<file path="config.mk">
export PLATFORM = sky130hd
export DESIGN_NAME = mem_arbiter_pn
export DESIGN_NICKNAME = d
export VERILOG_FILES = /design/src/rtl/mem_arbiter_pn_pkg.sv /design/src/rtl/arb_lat_cnt.sv /design/src/rtl/mem_arbiter_pn.sv
export SDC_FILE = /design/constraint.sdc
export NUM_CORES = 1
export LEC_CHECK = 0
export ABC_CLOCK_PERIOD_IN_PS = 4100
export CAP_MARGIN = 25
export CORE_MARGIN = 2
export CORE_UTILIZATION = 43
export CTS_CLUSTER_SIZE = 16
export DETAILED_ROUTE_END_ITERATION = 8
export GPL_TIMING_DRIVEN = 0
export PLACE_DENSITY = 0.86
export SYNTH_ARGS = -nofsm -noshare
export SYNTH_HDL_FRONTEND = slang
export SYNTH_HIERARCHICAL = 1
export SYNTH_SLANG_ARGS = --single-unit
</file>
<file path="constraint.sdc">
create_clock -name clk -period 4.1 [get_ports clk]
set_input_delay 0.615 -clock clk [delete_from_list [all_inputs] [get_ports clk]]
set_output_delay 0.615 -clock clk [all_outputs]
set_load 0.01 [all_outputs]
</file>
<file path="src/rtl/mem_arbiter_pn_pkg.sv">
// Shared types and defaults for the fetch/data unified-memory arbiter.
package mem_arbiter_pn_pkg;

    // Arbiter FSM encoding; values are fixed so debug tooling can decode them.
    typedef enum logic [1:0] {
        IDLE  = 2'd0,
        ISSUE = 2'd1,
        WAIT  = 2'd2,
        RESP  = 2'd3
    } arb_state_t;

    localparam int DEF_AW         = 10;
    localparam int DEF_LAT        = 1;
    localparam int DEF_STARVE_MAX = 3;

    // Data port wins unless fetch is also waiting and has hit its starvation limit.
    function automatic logic data_wins(input logic dm_req, input logic if_req, input logic starved);
        return dm_req & (~if_req | ~starved);
    endfunction

endpackage

</file>
<file path="src/rtl/arb_lat_cnt.sv">
// Loadable up-counter that flags when the memory read latency has elapsed.
module arb_lat_cnt
    import mem_arbiter_pn_pkg::*;
#(
    parameter int LAT = DEF_LAT,
    parameter int CW  = $clog2(LAT + 2)
) (
    input  logic          clk,
    input  logic          rst_n,
    input  logic          load,
    input  logic [CW-1:0] load_val,
    input  logic          inc,
    output logic          done
);

    logic [CW-1:0] count;

    // Load takes precedence over increment; CW leaves headroom for one step past LAT.
    always_ff @(posedge clk or negedge rst_n) begin
        if (!rst_n) begin
            count <= '0;
        end else if (load) begin
            count <= load_val;
        end else if (inc) begin
            count <= count + 1'b1;
        end
    end

    assign done = (count == CW'(LAT));

endmodule

</file>
<file path="src/rtl/mem_arbiter_pn.sv">
// Arbiter sharing one fixed-latency single-ported memory between the
// instruction-fetch port and the MEM-stage data port.
//
// Handshake: a requester raises req with address/data stable and holds them
// until it sees its one-cycle ready pulse; ready completes exactly one access.
// Stall lines are req & ~ready and feed the pipeline enables directly.
module mem_arbiter_pn
    import mem_arbiter_pn_pkg::*;
#(
    parameter int AW         = DEF_AW,
    parameter int LAT        = DEF_LAT,
    parameter int STARVE_MAX = DEF_STARVE_MAX
) (
    input  logic          clk,
    input  logic          pcrst,
    input  logic          if_req,
    input  logic [31:0]   if_addr,
    output logic [31:0]   if_rdata,
    output logic          if_ready,
    input  logic          dm_req,
    input  logic          dm_we,
    input  logic [31:0]   dm_addr,
    input  logic [31:0]   dm_wdata,
    output logic [31:0]   dm_rdata,
    output logic          dm_ready,
    output logic          mem_en,
    output logic          mem_we,
    output logic [AW-1:0] mem_addr,
    output logic [31:0]   mem_wdata,
    input  logic [31:0]   mem_rdata,
    output logic          stall_if,
    output logic          stall_dm,
    output logic          gnt_dm,
    output arb_state_t    fsm_state
);

    localparam int SW = $clog2(STARVE_MAX + 1);
    localparam int CW = $clog2(LAT + 2);

    arb_state_t    state;
    logic [SW-1:0] starve;
    logic          acc_we;
    logic          starved;
    logic          win_dm;
    logic          cnt_done;
    logic          unused_addr_bits;

    assign starved   = (starve >= SW'(STARVE_MAX));
    assign win_dm    = data_wins(dm_req, if_req, starved);
    assign stall_if  = if_req & ~if_ready;
    assign stall_dm  = dm_req & ~dm_ready;
    assign fsm_state = state;

    // Byte-offset and above-window address bits do not reach the memory.
    assign unused_addr_bits = ^{if_addr[31:AW+2], if_addr[1:0], dm_addr[31:AW+2], dm_addr[1:0]};

    // Latency counter: loaded to 1 while in ISSUE, counts through WAIT.
    arb_lat_cnt #(
        .LAT (LAT),
        .CW  (CW)
    ) u_lat_cnt (
        .clk      (clk),
        .rst_n    (pcrst),
        .load     (state == ISSUE),
        .load_val (CW'(1)),
        .inc      (state == WAIT),
        .done     (cnt_done)
    );

    // Arbitration FSM with registered memory strobes, read data and ready pulses.
    always_ff @(posedge clk or negedge pcrst) begin
        if (!pcrst) begin
            state     <= IDLE;
            starve    <= '0;
            acc_we    <= 1'b0;
            gnt_dm    <= 1'b0;
            mem_en    <= 1'b0;
            mem_we    <= 1'b0;
            mem_addr  <= '0;
            mem_wdata <= '0;
            if_rdata  <= '0;
            dm_rdata  <= '0;
            if_ready  <= 1'b0;
            dm_ready  <= 1'b0;
        end else begin
            // Strobes and ready pulses last exactly one cycle.
            mem_en   <= 1'b0;
            mem_we   <= 1'b0;
            if_ready <= 1'b0;
            dm_ready <= 1'b0;
            case (state)
                IDLE: begin
                    if (if_req || dm_req) begin
                        mem_en    <= 1'b1;
                        mem_wdata <= dm_wdata;
                        if (win_dm) begin
                            gnt_dm   <= 1'b1;
                            acc_we   <= dm_we;
                            mem_we   <= dm_we;
                            mem_addr <= dm_addr[AW+1:2];
                            if (if_req) begin
                                starve <= starve + 1'b1;
                            end
                        end else begin
                            gnt_dm   <= 1'b0;
                            acc_we   <= 1'b0;
                            mem_addr <= if_addr[AW+1:2];
                            starve   <= '0;
                        end
                        state <= ISSUE;
                    end
                end
                ISSUE: begin
                    state <= WAIT;
                end
                WAIT: begin
                    if (cnt_done) begin
                        if (!acc_we) begin
                            if (gnt_dm) begin
                                dm_rdata <= mem_rdata;
                            end else begin
                                if_rdata <= mem_rdata;
                            end
                        end
                        if (gnt_dm) begin
                            dm_ready <= 1'b1;
                        end else begin
                            if_ready <= 1'b1;
                        end
                        state <= RESP;
                    end
                end
                RESP: begin
                    state <= IDLE;
                end
                default: begin
                    state <= IDLE;
                end
            endcase
        end
    end

endmodule

</file>
Word level (Yosys, flattened, before mapping) --
Cells that the tools add are included.
Storage, ports and cells: register bits 118, input port bits 133
Cells by class: reductions and logical operators 8, magnitude comparators 1, muxes and demuxes 20, eq/ne operators 7, bitwise operators 10, add/sub/neg operators 2
Operator list (count):
- $mux 1 | 12
- $mux 2 | 6
- $mux 10 | 1
- $pmux 2 s4 | 1
- $reduce_and 4->1 | 2
- $ne 2x2->1 const B | 3
- $not 1->1 | 6
- $add 2x1->2 const B | 2
- $eq 2x1->1 const B | 2
- $eq 2x2->1 const B | 2
- $reduce_and 2->1 | 2
- $and 1x1->1 | 3
- $reduce_and 3->1 | 1
- $ge 2x2->1 const B | 1
- $logic_not 2->1 | 1
- $reduce_bool 2->1 | 1
- $logic_or 1x1->1 | 1
- $or 1x1->1 | 1

Logic depth before layout (Yosys ltp) --
Gate-level depths: netlist of run 1.
depth in word-level cells 7, depth in mapped cells 7

Hierarchy --
The synthesis of run 1 kept the hierarchy.
By module, submodules not included:
- mem_arbiter_pn | times used 1, cells each 366, area an instance 4595.7 um2
- arb_lat_cnt | times used 1, cells each 11, area an instance 110.1 um2

Worst setup path before layout of run 1 --
OpenSTA, ideal clock, no wires.
path type register -> register, start register state[0], in the netlist fsm_state[0], end register if_rdata[0], cell stages (with the launch flop) 7, clock period less this slack 1.751 ns, data required time 3.975 ns, path buffers 1, setup slack 2.349 ns, library setup time 0.125 ns, data arrival time 1.626 ns, cell sequence dfrtp_1 > inv_1 > ha_1 > nand2_1 > nor3_2 > buf_4 > mux2_2
On the way: cells in the longest elaborated chain, start to end 2
RTL lines:
- start: declaration | RTL line mem_arbiter_pn.sv:40 | arb_state_t state;
- start signal: assignment | RTL line mem_arbiter_pn.sv:73 | state <= IDLE;
- start signal: assignment | RTL line mem_arbiter_pn.sv:110 | state <= ISSUE;
- start signal: assignment | RTL line mem_arbiter_pn.sv:114 | state <= WAIT;
- $eq 2x2->1 | RTL line mem_arbiter_pn.sv:91 | case (state)
- $reduce_and 4->1 (no source line)
- end signal: assignment | RTL line mem_arbiter_pn.sv:122 | if_rdata <= mem_rdata;
- end: declaration | RTL line mem_arbiter_pn.sv:18 | output logic [31:0] if_rdata,
No other way between the ends. A chain may end at the register's enable or synchronous reset.

Worst setup path in the final report of run 1 --
start input port if_req, end output port stall_if
On the way: cells in the longest elaborated chain, start to end 1
RTL lines:
- start: declaration | RTL line mem_arbiter_pn.sv:16 | input logic if_req,
- $and 1x1->1 | RTL line mem_arbiter_pn.sv:50 | assign stall_if = if_req & ~if_ready;
- end: declaration | RTL line mem_arbiter_pn.sv:31 | output logic stall_if,
No other way between the ends.

==> results of run 1 <==
[kinds of logic after synthesis]
group	count (synthesis)
multiplexers	65
buffers and inverters	21
adder cells (fa/ha/maj)	5
other	2
AND/OR/NAND/NOR	134
AO/OA/AOI/OAI	31
flip-flops	118
XOR/XNOR	1
[sequential cells by signal, indices dropped and copies added, names as in the netlist, 2 cells and up]
register         count
dm_rdata            32
fsm_state            2
if_rdata            32
mem_addr            10
mem_wdata           32
starve               2
u_lat_cnt/count      2
[metrics by stage]
stage | utilization [%] | total power (µW)
final | 70.2 | 6230
after global routing | 70.2 | 6570
after CTS | 70.2 | 6280
after detailed placement | 64.6 | 4720
after global placement | 64.3 | 4590
after floorplan | - | 3210
[critical path: stages]
cell	delay, ns
sky130_fd_sc_hd__clkdlybuf4s50_1	0.59
sky130_fd_sc_hd__nor2b_1	0.17
sky130_fd_sc_hd__clkdlybuf4s50_1	0.54
[worst min-delay path by stage]
| stage | start | end | slack, ns |
|---|---|---|---|
| 4_1_cts | pcrst | if_rdata[23]$_DFFE_PN0P_ | 0.07 |
| 3_5_place_dp | mem_wdata[19]$_DFFE_PN0P_ | mem_wdata[19]$_DFFE_PN0P_ | 0.46 |
| 5_1_grt | pcrst | dm_rdata[21]$_DFFE_PN0P_ | 0.09 |
| 2_1_floorplan | pcrst | acc_we$_DFFE_PN0P_ | 0.32 |
| 6_report | pcrst | dm_rdata[21]$_DFFE_PN0P_ | 0.07 |
| 3_3_place_gp | mem_wdata[16]$_DFFE_PN0P_ | mem_wdata[16]$_DFFE_PN0P_ | 0.46 |
[cell usage after synthesis (all sizes together) (3+ instances only)]
| library cell | instances |
|---|---|
| nand2 | 112 |
| buf | 8 |
| nor2b | 3 |
| nor2 | 13 |
| a21oi | 21 |
| clkbuf | 9 |
| o21ai | 3 |
| dfrtp | 118 |
| inv | 4 |
| mux2 | 65 |
| ha | 5 |
[routing by layer]
| metal | wire length (µm) | part of all wire (%) |
|---|---|---|
| met1 | 5130 | 38 |
| met2 | 6760 | 50 |
| met3 | 1480 | 11 |
| met4 | 173 | 1.3 |
| met5 | 0 | 0 |
[power groups by stage]
stage / registers (µW) / clock network, µW / logic, µW
after floorplan: 2290 / 0 / 918
after global placement: 2040 / 0 / 2550
after detailed placement: 2080 / 0 / 2630
after CTS: 2090 / 1510 / 2680
after global routing: 2140 / 1570 / 2860
final: 2090 / 1490 / 2650
[layout make-up]
cell class                      instances  share of cell area (%)
Inverter                                4                   0.199
Clock buffer                           20                    5.91
Buffer                                 17                    1.33
Tap cell                              140                    2.32
Sequential cell                       118                    39.2
Multi-Input combinational cell        238                    21.7
Timing Repair Buffer                  204                    27.3
Clock inverter                         12                    2.02
==> PnR_summary.wiki, run 1 <==
{| class="wikitable"
! Metric !! Value
|-
| Data required, critical path || 3.48 ns
|-
| Post-Synth Simple-Gate Area || between 10 and 15%
|-
| Minimum setup slack after placement || about 1.6 ns
|-
| Synth top area cells || sky130_fd_sc_hd__dfrtp_1, sky130_fd_sc_hd__mux2_4, sky130_fd_sc_hd__nand2_1, sky130_fd_sc_hd__mux2_2, sky130_fd_sc_hd__a21oi_1
|-
| Final TNS setup || 0 ns
|-
| Yosys warning total || 6
|-
| Global Route met1 Usage || 26.5%
|-
| Cells resized by post-CTS repair || 0
|-
| Number of enable-type register cells in the synthesized netlist || 0
|-
| Iteration-0 DRC count of the detailed router || 147
|-
| Net load switching power || 1980 µW
|-
| Routing layer with the top usage in global route || met2
|-
| Number of buffers inserted to repair setup after CTS || 0
|-
| Number of CTS-inserted buffers || 17
|-
| Share of power burned in registers || 33.6%
|-
| Wirelength, routed || 13500 µm
|-
| Avg Cell Area, Syn || 12.5 µm²
|-
| Global routing usage summed across all routing layers || between 20% and 30%
|-
| Time the worst path needs with I/O delays and setup || ~2.5 ns
|-
| Detailed-placement wirelength estimate || 9520 µm
|-
| Number of distinct library cells after synthesis || 31
|-
| Inst Count DP || 721
|-
| Arrival time of the worst setup path || 1.92 ns
|-
| Wire length of the first global-routing pass || between 20000 and 25000 µm
|-
| Post-synth top flop || sky130_fd_sc_hd__dfrtp_1
|-
| Die span in y || 109 µm
|-
| Type of the worst setup path || in -> out
|-
| Post-route insts no fill || 753
|-
| Vias/cell || 4.84
|-
| Startpoint type of the worst setup path || input pin
|-
| Via count of the first global-routing pass || 3841
|-
| Final hold violation count || 0
|-
| Number of iterations in the first detailed-routing pass || 4
|-
| Instance area at placement || 0.00694 mm²
|-
| Combinational family with the most area after synthesis || multiplexers
|-
| Worst-Skew Late Latency || 0.52 ns
|-
| Layout filler cell count || 757
|-
| Post-route DRC || 0
|-
| Initial core utilization || 43.8%
|-
| Total count of max-transition violations in the final report || 0
|-
| Antenna violations before repair || 0
|-
| Outcome || completed
|-
| Area of the multi-input gates || 0.00164 mm²
|-
| Most used cells in the layout excluding fill and tap cells || sky130_fd_sc_hd__clkdlybuf4s50_1, sky130_fd_sc_hd__dfrtp_1, sky130_fd_sc_hd__nand2_1
|-
| Number of vias in the routed layout || 3646
|-
| Switching Fraction || 31.8%
|-
| End point of the critical path || stall_if
|-
| Number of clock sinks seen by CTS || 118
|-
| Cell area after synthesis || 0.00471 mm²
|-
| Maximum level of the CTS H-tree || 4
|-
| Final global-route overflow total || 0
|-
| Period Utilization, post-route || a little over 60%
|-
| Largest vdd supply drop || roughly 0.51 mV
|-
| Total Nets Final || 738
|-
| Launching element of the worst setup path || if_req
|-
| Critical R2R Capture || if_rdata[21]$_DFFE_PN0P_
|-
| Mapped Cells || 377
|-
| Post-detailed-route count of antenna-violating nets || 0
|-
| Die X || 109 µm
|-
| Setup repair after global routing missed its margin || no
|-
| Fraction of post-synthesis cell area in the top cell type by area || 62.7%
|-
| Grt met3 use || 11.1%
|-
| Class of the most critical hold timing path || in -> async
|-
| Cell-internal power || 4250 µW
|-
| FF+latch count, synth || roughly 120
|-
| Library cell occupying the most area in the post-synthesis netlist || sky130_fd_sc_hd__dfrtp_1
|-
| Finish-stage setup viols || 0
|-
| Final hold slack || between 0.06 and 0.07 ns
|-
| Hold-fix buffer count after cts || 0
|-
| FF-to-FF Start || fsm_state[0]$_DFFE_PN0P_
|-
| I/O pin count || 248
|-
| Core Box Area || 0.0107 mm²
|-
| Clock tree buffer depth || 2
|-
| CTS tree || done
|-
| R2R setup slack || 2.07 ns
|-
| Row count || 38
|-
| Reg clk slew, reported paths || 0.05 ns
|-
| Clock root buffer master || sky130_fd_sc_hd__clkbuf_8
|-
| Worst slew margin relative to its limit || between 60% and 70%
|-
| Clock power share || 23.9%
|-
| Met2 layer usage reported by global route || between 30 and 40%
|-
| Share of synthesized registers carrying an async set or reset || 100%
|-
| Setup slack after layout || between 1.5 and 2 ns
|-
| Register area || between 0.002 and 0.003 mm²
|-
| Power density over cell area || about 830 mW/mm²
|-
| Gate power share || 42.5%
|-
| Layout-stage area growth over the synthesis result || 60.2%
|-
| Gp weighted congestion || 0.787
|-
| Sequential-to-total area share from yosys stat || 62.7%
|-
| Largest net degree at the start of global routing || a little over 60
|-
| Portion of netlist area occupied by mux cells || around 18%
|-
| Worst Setup End Kind || primary output
|-
| Worst-margin pin slew || 0.553 ns
|-
| Share of the synthesized netlist area taken by xor and xnor gates || less than 1%
|-
| Share of synthesized cell area in full adder, half adder and majority cells || between 1 and 1.5%
|-
| Top fanout value on the critical path || 6
|-
| Post-synth net total || around 500
|-
| Final clock skew || 0.00617 ns
|-
| Leakage power figure || 0.00349 µW
|-
| I/O Buffers || 203
|-
| Proportion of layout cells with a drive suffix above 1 || 17.8%
|-
| Area of the die || between 0.01 and 0.015 mm²
|-
| Most common cell after layout, fill and taps aside || sky130_fd_sc_hd__clkdlybuf4s50_1
|-
| Average detailed-routed wire length per instance || roughly 18 µm
|-
| Share of the synthesized area in compound gates (AO/OA/AOI/OAI) || 3.96%
|-
| Number of antenna repair diodes || 0
|-
| Max-cap viol count || 0
|-
| R2R depth || 6
|-
| Post-route cell area || 0.00754 mm²
|-
| Peak clock frequency supported by timing || 0.395 GHz
|}
Power figures use the tool's default switching activity.
==> run 2, diff against run 1 <==
--- a/config.mk
+++ b/config.mk
@@ -5,14 +5,14 @@
 export SDC_FILE = /design/constraint.sdc
 export NUM_CORES = 1
 export LEC_CHECK = 0
-export ABC_CLOCK_PERIOD_IN_PS = 4100
+export ABC_CLOCK_PERIOD_IN_PS = 2500
 export CAP_MARGIN = 25
 export CORE_MARGIN = 2
-export CORE_UTILIZATION = 43
+export CORE_UTILIZATION = 39
 export CTS_CLUSTER_SIZE = 16
 export DETAILED_ROUTE_END_ITERATION = 8
 export GPL_TIMING_DRIVEN = 0
-export PLACE_DENSITY = 0.86
+export PLACE_DENSITY = 0.79
 export SYNTH_ARGS = -nofsm -noshare
 export SYNTH_HDL_FRONTEND = slang
 export SYNTH_HIERARCHICAL = 1
==> constraint.sdc (replaced) <==
create_clock -name clk -period 2.5 [get_ports clk]
set_input_delay 0.375 -clock clk [delete_from_list [all_inputs] [get_ports clk]]
set_output_delay 0.375 -clock clk [all_outputs]
set_load 0.01 [all_outputs]
==> run 2 against run 1 <==
Clock skew is essentially flat. Sequential power grew 62%. Die area grew 9.9%. Power grew 66%. Critical path depth is the same. Largest cell class unchanged. Sequential share of layout area shrank 0.31 points. Cell area grew 0.80%. Clock-buffer cell count grew 3.
==> PnR_summary.wiki, run 2 (synthesized netlist as in run 1, its figures left out) <==
{| class="wikitable"
! Metric !! Value
|-
| Proportion of layout cells with a drive suffix above 1 || 17.1% (-0.65 points)
|-
| Gp weighted congestion || 0.837 (+6.4%)
|-
| Vias/cell || 4.81 (-0.73%)
|-
| Die X || 114 µm (+4.8%)
|-
| Clock root buffer master || sky130_fd_sc_hd__clkbuf_16
|-
| Worst-margin pin slew || 0.505 ns (-0.0480 ns)
|-
| CP max stage delay || 0.59 ns (about the same)
|-
| Die span in y || 114 µm (+4.8%)
|-
| Cell family with the largest share of critical-path delay || buffers and inverters
|-
| Post-route DRC || 0 (unchanged)
|-
| Leakage power figure || 0.00352 µW (+0.82%)
|-
| Reg clk slew, reported paths || 0.05 ns (about the same)
|-
| Final hold slack || 0.468 ns (+0.399 ns)
|-
| Number of buffers inserted to repair setup after CTS || 0 (unchanged)
|-
| Worst-Skew Late Latency || 0.41 ns (-0.11 ns)
|-
| R2R setup slack || 0.48 ns (-1.59 ns)
|-
| Worst slew margin relative to its limit || 66.0% (+2.9 points)
|-
| Arrival time of the worst setup path || 1.67 ns (-0.25 ns)
|-
| Type of the worst setup path || in -> out
|-
| Cells resized by post-CTS repair || 0 (unchanged)
|-
| Average detailed-routed wire length per instance || 16.3 µm (-9.2%)
|-
| Final clock skew || 0.00651 ns (+0.000349 ns)
|-
| Layout-stage area growth over the synthesis result || 61.5%
|-
| Clock tree buffer depth || 2 (unchanged)
|-
| Iteration-0 DRC count of the detailed router || 175 (+19%)
|-
| CTS tree || done
|-
| Number of antenna repair diodes || 0 (unchanged)
|-
| Data required, critical path || 2.12 ns (-1.36 ns)
|-
| Finish-stage setup viols || 0 (unchanged)
|-
| Startpoint type of the worst setup path || input pin
|-
| Hold-fix buffer count after cts || 1 (+1)
|-
| Total Nets Final || 739 (+0.14%)
|-
| Row count || 40 (+5.3%)
|-
| Time the worst path needs with I/O delays and setup || between 2 and 2.5 ns
|-
| Worst Setup End Kind || primary output
|-
| Class of the most critical hold timing path || in -> async
|-
| Number of CTS-inserted buffers || 17 (unchanged)
|-
| Standard cell with the maximum stage delay on the critical path || sky130_fd_sc_hd__clkdlybuf4s50_1
|-
| Outcome || completed
|-
| Area of the die || 0.0130 mm² (+9.9%)
|-
| Peak clock frequency supported by timing || 0.489 GHz
|-
| Setup repair after global routing missed its margin || no
|-
| Number of iterations in the first detailed-routing pass || 4 (unchanged)
|-
| I/O Buffers || 203 (unchanged)
|-
| Initial core utilization || 39.5% (-4.3 points)
|-
| Layout filler cell count || 930 (+23%)
|-
| Period Utilization, post-route || 81.9%
|-
| I/O pin count || 248 (unchanged)
|-
| Regs by FF count || dm_rdata x32, if_rdata x32, mem_wdata x32
|-
| Most repeated library cell on the critical path || sky130_fd_sc_hd__clkdlybuf4s50_1
|-
| Fraction of the core area covered by cells at the end of the flow || 63.8% (-6.4 points)
|-
| Final hold violation count || 0 (unchanged)
|-
| Largest vdd supply drop || 0.624 mV (+23%)
|-
| Total count of max-transition violations in the final report || 0 (unchanged)
|-
| Core Box Area || 0.0119 mm² (+11%)
|-
| Number of vias in the routed layout || 3653 (+0.19%)
|-
| Global routing usage summed across all routing layers || 19.8% (-3.8 points)
|-
| Top fanout value on the critical path || 6 (unchanged)
|-
| Wirelength, routed || 12400 µm (-8.4%)
|-
| Most common cell after layout, fill and taps aside || sky130_fd_sc_hd__clkdlybuf4s50_1
|-
| Detailed-placement wirelength estimate || 9090 µm (-4.5%)
|-
| Cell chain of the critical path || clkdlybuf4s50_1 -> nor2b_1 -> clkdlybuf4s50_1
|-
| Sum of buffers and inverters on the critical path || 2 (unchanged)
|-
| Via count of the first global-routing pass || 3907 (+1.7%)
|-
| Antenna violations before repair || 0 (unchanged)
|-
| Number of clock sinks seen by CTS || 118 (unchanged)
|-
| Final global-route overflow total || 0 (unchanged)
|-
| Post-detailed-route count of antenna-violating nets || 0 (unchanged)
|-
| Max-cap viol count || 0 (unchanged)
|-
| Largest net degree at the start of global routing || 73 (+18%)
|-
| Most used cells in the layout excluding fill and tap cells || sky130_fd_sc_hd__clkdlybuf4s50_1, sky130_fd_sc_hd__dfrtp_1, sky130_fd_sc_hd__nand2_1
|-
| Wire length of the first global-routing pass || 19700 µm (-4.8%)
|-
| Maximum level of the CTS H-tree || 4 (unchanged)
|-
| Power density over cell area || 1360 mW/mm² (+64%)
|}
==> run 2: per-layer routing <==
layer	wire, µm	vias up	GRT usage [%]
li1	-	1686	-
met1	4940	1791	22.7
met2	6050	161	32.7
met3	1200	15	8.55
met4	218	0	8.05
met5	0	-	0
==> run 2: final cells by class <==
cell class	count	area [µm²]	share of cell area, %
clock inverters	8	171	2.26
inverters	4	15.0	0.198
flip-flops and latches	118	2950	38.9
well taps	147	184	2.42
multi-input cells	238	1640	21.6
clock buffers	23	468	6.16
plain buffers	17	100	1.32
repair buffers	205	2070	27.2
==> run 2: report_power, final <==
part / total, µW / leakage (µW) / switching, µW / internal (µW)
clock network: 2640 / 0.000307 / 825 / 1810
logic: 4280 / 0.00179 / 1730 / 2550
registers: 3380 / 0.00143 / 536 / 2850
total: 10300 / 0.00352 / 3090 / 7210
==> run 2: through the flow <==
step / setup TNS [ns] / setup WS [ns] / std cells / total power (µW) / cell area [µm²]
4_1_cts: 0 / 0.448 / 760 / 10400 / 7600
3_3_place_gp: -405.79 / -3.45 / 727 / 7540 / 6920
3_5_place_dp: 0 / 0.425 / 728 / 7710 / 6950
2_1_floorplan: 0 / 0.749 / 377 / 5260 / 4710
5_1_grt: 0 / 0.301 / 760 / 10900 / 7600
6_report: 0 / 0.454 / 760 / 10300 / 7600
==> run 2: worst paths after layout <==
path	from	endpoint	cells after the start
min in group clk	mem_wdata[28]$_DFFE_PN0P_	mem_wdata[28]$_DFFE_PN0P_	2
worst min register to register	mem_wdata[28]$_DFFE_PN0P_	mem_wdata[28]$_DFFE_PN0P_	2
max in group asynchronous	pcrst	mem_wdata[20]$_DFFE_PN0P_	3
worst min-delay path	pcrst	dm_rdata[27]$_DFFE_PN0P_	2
worst max register to register	fsm_state[0]$_DFFE_PN0P_	if_rdata[24]$_DFFE_PN0P_	6
worst max-delay path	if_req	stall_if	3
==> run 3, diff against run 2 <==
--- a/config.mk
+++ b/config.mk
@@ -5,14 +5,14 @@
 export SDC_FILE = /design/constraint.sdc
 export NUM_CORES = 1
 export LEC_CHECK = 0
-export ABC_CLOCK_PERIOD_IN_PS = 2500
+export ABC_CLOCK_PERIOD_IN_PS = 1640
 export CAP_MARGIN = 25
 export CORE_MARGIN = 2
-export CORE_UTILIZATION = 39
+export CORE_UTILIZATION = 36
 export CTS_CLUSTER_SIZE = 16
 export DETAILED_ROUTE_END_ITERATION = 8
 export GPL_TIMING_DRIVEN = 0
-export PLACE_DENSITY = 0.79
+export PLACE_DENSITY = 0.76
 export SYNTH_ARGS = -nofsm -noshare
 export SYNTH_HDL_FRONTEND = slang
 export SYNTH_HIERARCHICAL = 1
==> constraint.sdc (replaced) <==
create_clock -name clk -period 1.64 [get_ports clk]
set_input_delay 0.246 -clock clk [delete_from_list [all_inputs] [get_ports clk]]
set_output_delay 0.246 -clock clk [all_outputs]
set_load 0.01 [all_outputs]
==> run 3 against run 2 <==
Highest routed layer unchanged. Via count decreased by 0.71%. Sequential share of layout area down 0.65 points. Hold slack got worse by 0.096 ns. Cell area increased by 1.7%. Register-to-register slack got worse by 0.42 ns. Sequential cell count did not move. Power rose by 49%. Critical path depth decreased by 2. Die area increased by 8.0%.
==> PnR_summary.wiki, run 3 (synthesized netlist as in run 1, its figures left out) <==
{| class="wikitable"
! Metric !! Value
|-
| Largest vdd supply drop || 0.937 mV (+50%)
|-
| Proportion of layout cells with a drive suffix above 1 || 20.5% (+3.4 points)
|-
| Critical Path Stages || 1 (-2)
|-
| Area of the die || 0.0140 mm² (+8.0%)
|-
| Initial core utilization || 37.1% (-2.4 points)
|-
| Outcome || completed
|-
| I/O pin count || 248 (unchanged)
|-
| Reg clk slew, reported paths || 0.05 ns (about the same)
|-
| Post-route insts no fill || 791 (+4.1%)
|-
| I/O Buffers || 203 (unchanged)
|-
| Total count of max-transition violations in the final report || 0 (unchanged)
|-
| Number of iterations in the first detailed-routing pass || 4 (unchanged)
|-
| Worst slew margin relative to its limit || 64.3% (-1.8 points)
|-
| Number of CTS-inserted buffers || 17 (unchanged)
|-
| Average detailed-routed wire length per instance || 16.0 µm (-2.2%)
|-
| Worst-margin pin slew || 0.536 ns (+0.0311 ns)
|-
| Via count of the first global-routing pass || 3931 (+0.61%)
|-
| Period Utilization, post-route || 97.1%
|-
| CP max stage delay || 0.56 ns (-0.03 ns)
|-
| Class of the most critical hold timing path || in -> reg
|-
| Type of the worst setup path || reg -> out
|-
| Register area || 0.00295 mm² (about the same)
|-
| Setup repair after global routing missed its margin || yes
|-
| Final TNS setup || 0 ns (unchanged)
|-
| Row count || 41 (+2.5%)
|-
| Routing layer with the top usage in global route || met2
|-
| Time the worst path needs with I/O delays and setup || 1.59 ns
|-
| Global Route met1 Usage || 21.1% (-1.6 points)
|-
| Grt met3 use || 7.00% (-1.6 points)
|-
| Die span in y || 118 µm (+3.9%)
|-
| Max-cap viol count || 0 (unchanged)
|-
| Hold path cells || 3
|-
| Peak clock frequency supported by timing || between 0.6 and 0.7 GHz
|-
| Maximum level of the CTS H-tree || 4 (unchanged)
|-
| Final clock skew || 0.00984 ns (+0.00332 ns)
|-
| Arrival time of the worst setup path || 1.35 ns (-0.32 ns)
|-
| Number of antenna repair diodes || 0 (unchanged)
|-
| Antenna violations before repair || 0 (unchanged)
|-
| Number of clock sinks seen by CTS || 118 (unchanged)
|-
| Layout-stage area growth over the synthesis result || 64.3%
|-
| Cell family with the largest share of critical-path delay || buffers and inverters
|-
| R2R depth || 6 (unchanged)
|-
| Largest net degree at the start of global routing || 64 (-12%)
|-
| Finish-stage setup viols || 0 (unchanged)
|-
| Top fanout value on the critical path || 2 (-4)
|-
| Post-detailed-route count of antenna-violating nets || 0 (unchanged)
|-
| Post-route DRC || 0 (unchanged)
|-
| Clock root buffer master || sky130_fd_sc_hd__clkbuf_16
|-
| Number of vias in the routed layout || 3627 (-0.71%)
|-
| Most common cell after layout, fill and taps aside || sky130_fd_sc_hd__clkdlybuf4s50_1
|-
| Startpoint type of the worst setup path || register
|-
| Global routing usage summed across all routing layers || 18.5% (-1.3 points)
|-
| Detailed-placement wirelength estimate || 9140 µm (+0.57%)
|-
| Final global-route overflow total || 0 (unchanged)
|-
| Core Box Area || 0.0127 mm² (+6.4%)
|-
| Data required, critical path || 1.39 ns (-0.73 ns)
|-
| Sum of buffers and inverters on the critical path || 1 (-1)
|-
| Wire length of the first global-routing pass || 20400 µm (+4.0%)
|-
| Worst-Skew Late Latency || 0.41 ns (about the same)
|-
| Leakage power figure || 0.00360 µW (+2.1%)
|-
| Standard cell with the maximum stage delay on the critical path || sky130_fd_sc_hd__clkdlybuf4s50_1
|-
| Total Nets Final || 747 (+1.1%)
|-
| Wirelength, routed || 12600 µm (+1.8%)
|-
| CTS tree || done
|-
| Met2 layer usage reported by global route || 31.5% (-1.2 points)
|-
| Worst Setup End Kind || primary output
|-
| Power density over cell area || 1980 mW/mm² (+46%)
|-
| Iteration-0 DRC count of the detailed router || 114 (-35%)
|-
| Instance area at placement || 0.00702 mm² (+0.99%)
|-
| Area of the multi-input gates || 0.00170 mm² (+4.0%)
|-
| Most used cells in the layout excluding fill and tap cells || sky130_fd_sc_hd__clkdlybuf4s50_1, sky130_fd_sc_hd__dfrtp_1, sky130_fd_sc_hd__nand2_1
|-
| Regs by FF count || dm_rdata x32, if_rdata x32, mem_wdata x32
|-
| Final hold violation count || 0 (unchanged)
|-
| Gp weighted congestion || 0.739 (-12%)
|-
| Die X || 118 µm (+3.9%)
|-
| Cell chain of the critical path || clkdlybuf4s50_1
|-
| Layout filler cell count || 1016 (+9.2%)
|-
| Pwr Total || 15300 µW (+49%)
|-
| Post-route cell area || 0.00773 mm² (+1.7%)
|-
| Vias/cell || 4.59 (-4.6%)
|-
| Inst Count DP || 753 (+3.4%)
|-
| Clock tree buffer depth || 2 (unchanged)
|}
==> run 3: metal layers <==
| metal | wire length, µm | vias up |
|---|---|---|
| li1 | - | 1704 |
| met1 | 5100 | 1771 |
| met4 | 179 | 0 |
| met2 | 6390 | 137 |
| met3 | 957 | 15 |
| met5 | 0 | - |
==> run 3: report_power, final <==
| group | leakage, µW | internal [µW] | switching [µW] | total [µW] |
|---|---|---|---|---|
| sequential | 0.00143 | 4350 | 827 | 5170 |
| clock | 0.000266 | 2160 | 1180 | 3340 |
| combinational | 0.00190 | 4100 | 2730 | 6830 |
==> run 3: final timing paths <==
check | to | slack [ns] | from
min reg2reg | mem_wdata[4]$_DFFE_PN0P_ | 0.47 | mem_wdata[4]$_DFFE_PN0P_
max in group asynchronous | gnt_dm$_DFFE_PN0P_ | 0.56 | pcrst
max | mem_addr[4] | 0.05 | mem_addr[4]$_DFFE_PN0P_
max reg2reg | dm_rdata[11]$_DFFE_PN0P_ | 0.06 | fsm_state[0]$_DFFE_PN0P_
min | mem_wdata[1]$_DFFE_PN0P_ | 0.37 | dm_wdata[1]
min in group asynchronous | if_rdata[2]$_DFFE_PN0P_ | 0.39 | pcrst
==> run 3: layout make-up <==
type	instances	share of cell area (%)
flip-flops and latches	118	38.2
repair buffers	214	27.8
multi-input cells	238	22.0
clock buffers	24	6.23
well taps	172	2.78
plain buffers	16	2.10
clock inverters	5	0.647
inverters	4	0.194
==> run 3: per-stage QoR <==
stage | utilization, % | hold WS [ns] | worst slack (ns)
final | 61.0 | 0.372 | 0.0478
after global routing | 61.0 | 0.368 | -0.0256
after CTS | 60.4 | 0.352 | 0.00390
after detailed placement | 55.4 | 0.245 | -0.370
after global placement | 55.2 | 0.459 | -4.08
after floorplan | - | -0.0496 | -0.0198
==> run 3: what timing repair did <==
| item | CTS | global route |
|---|---|---|
| hold endpoints to repair | 55 | 0 |
| gates cloned | 0 | 1 |
| gates resized for setup | 26 | 18 |
| hold buffers | 1 | 0 |
| pin swaps | 1 | 0 |
| endpoints found under the setup margin | 105 | 92 |
| buffers inserted | 5 | 3 |
==> run 3: worst min-delay path: cells and delay by family <==
kind,cells,cell delay (ns)
AND/OR/NAND/NOR,2,0.10
buffers and inverters,1,0.39
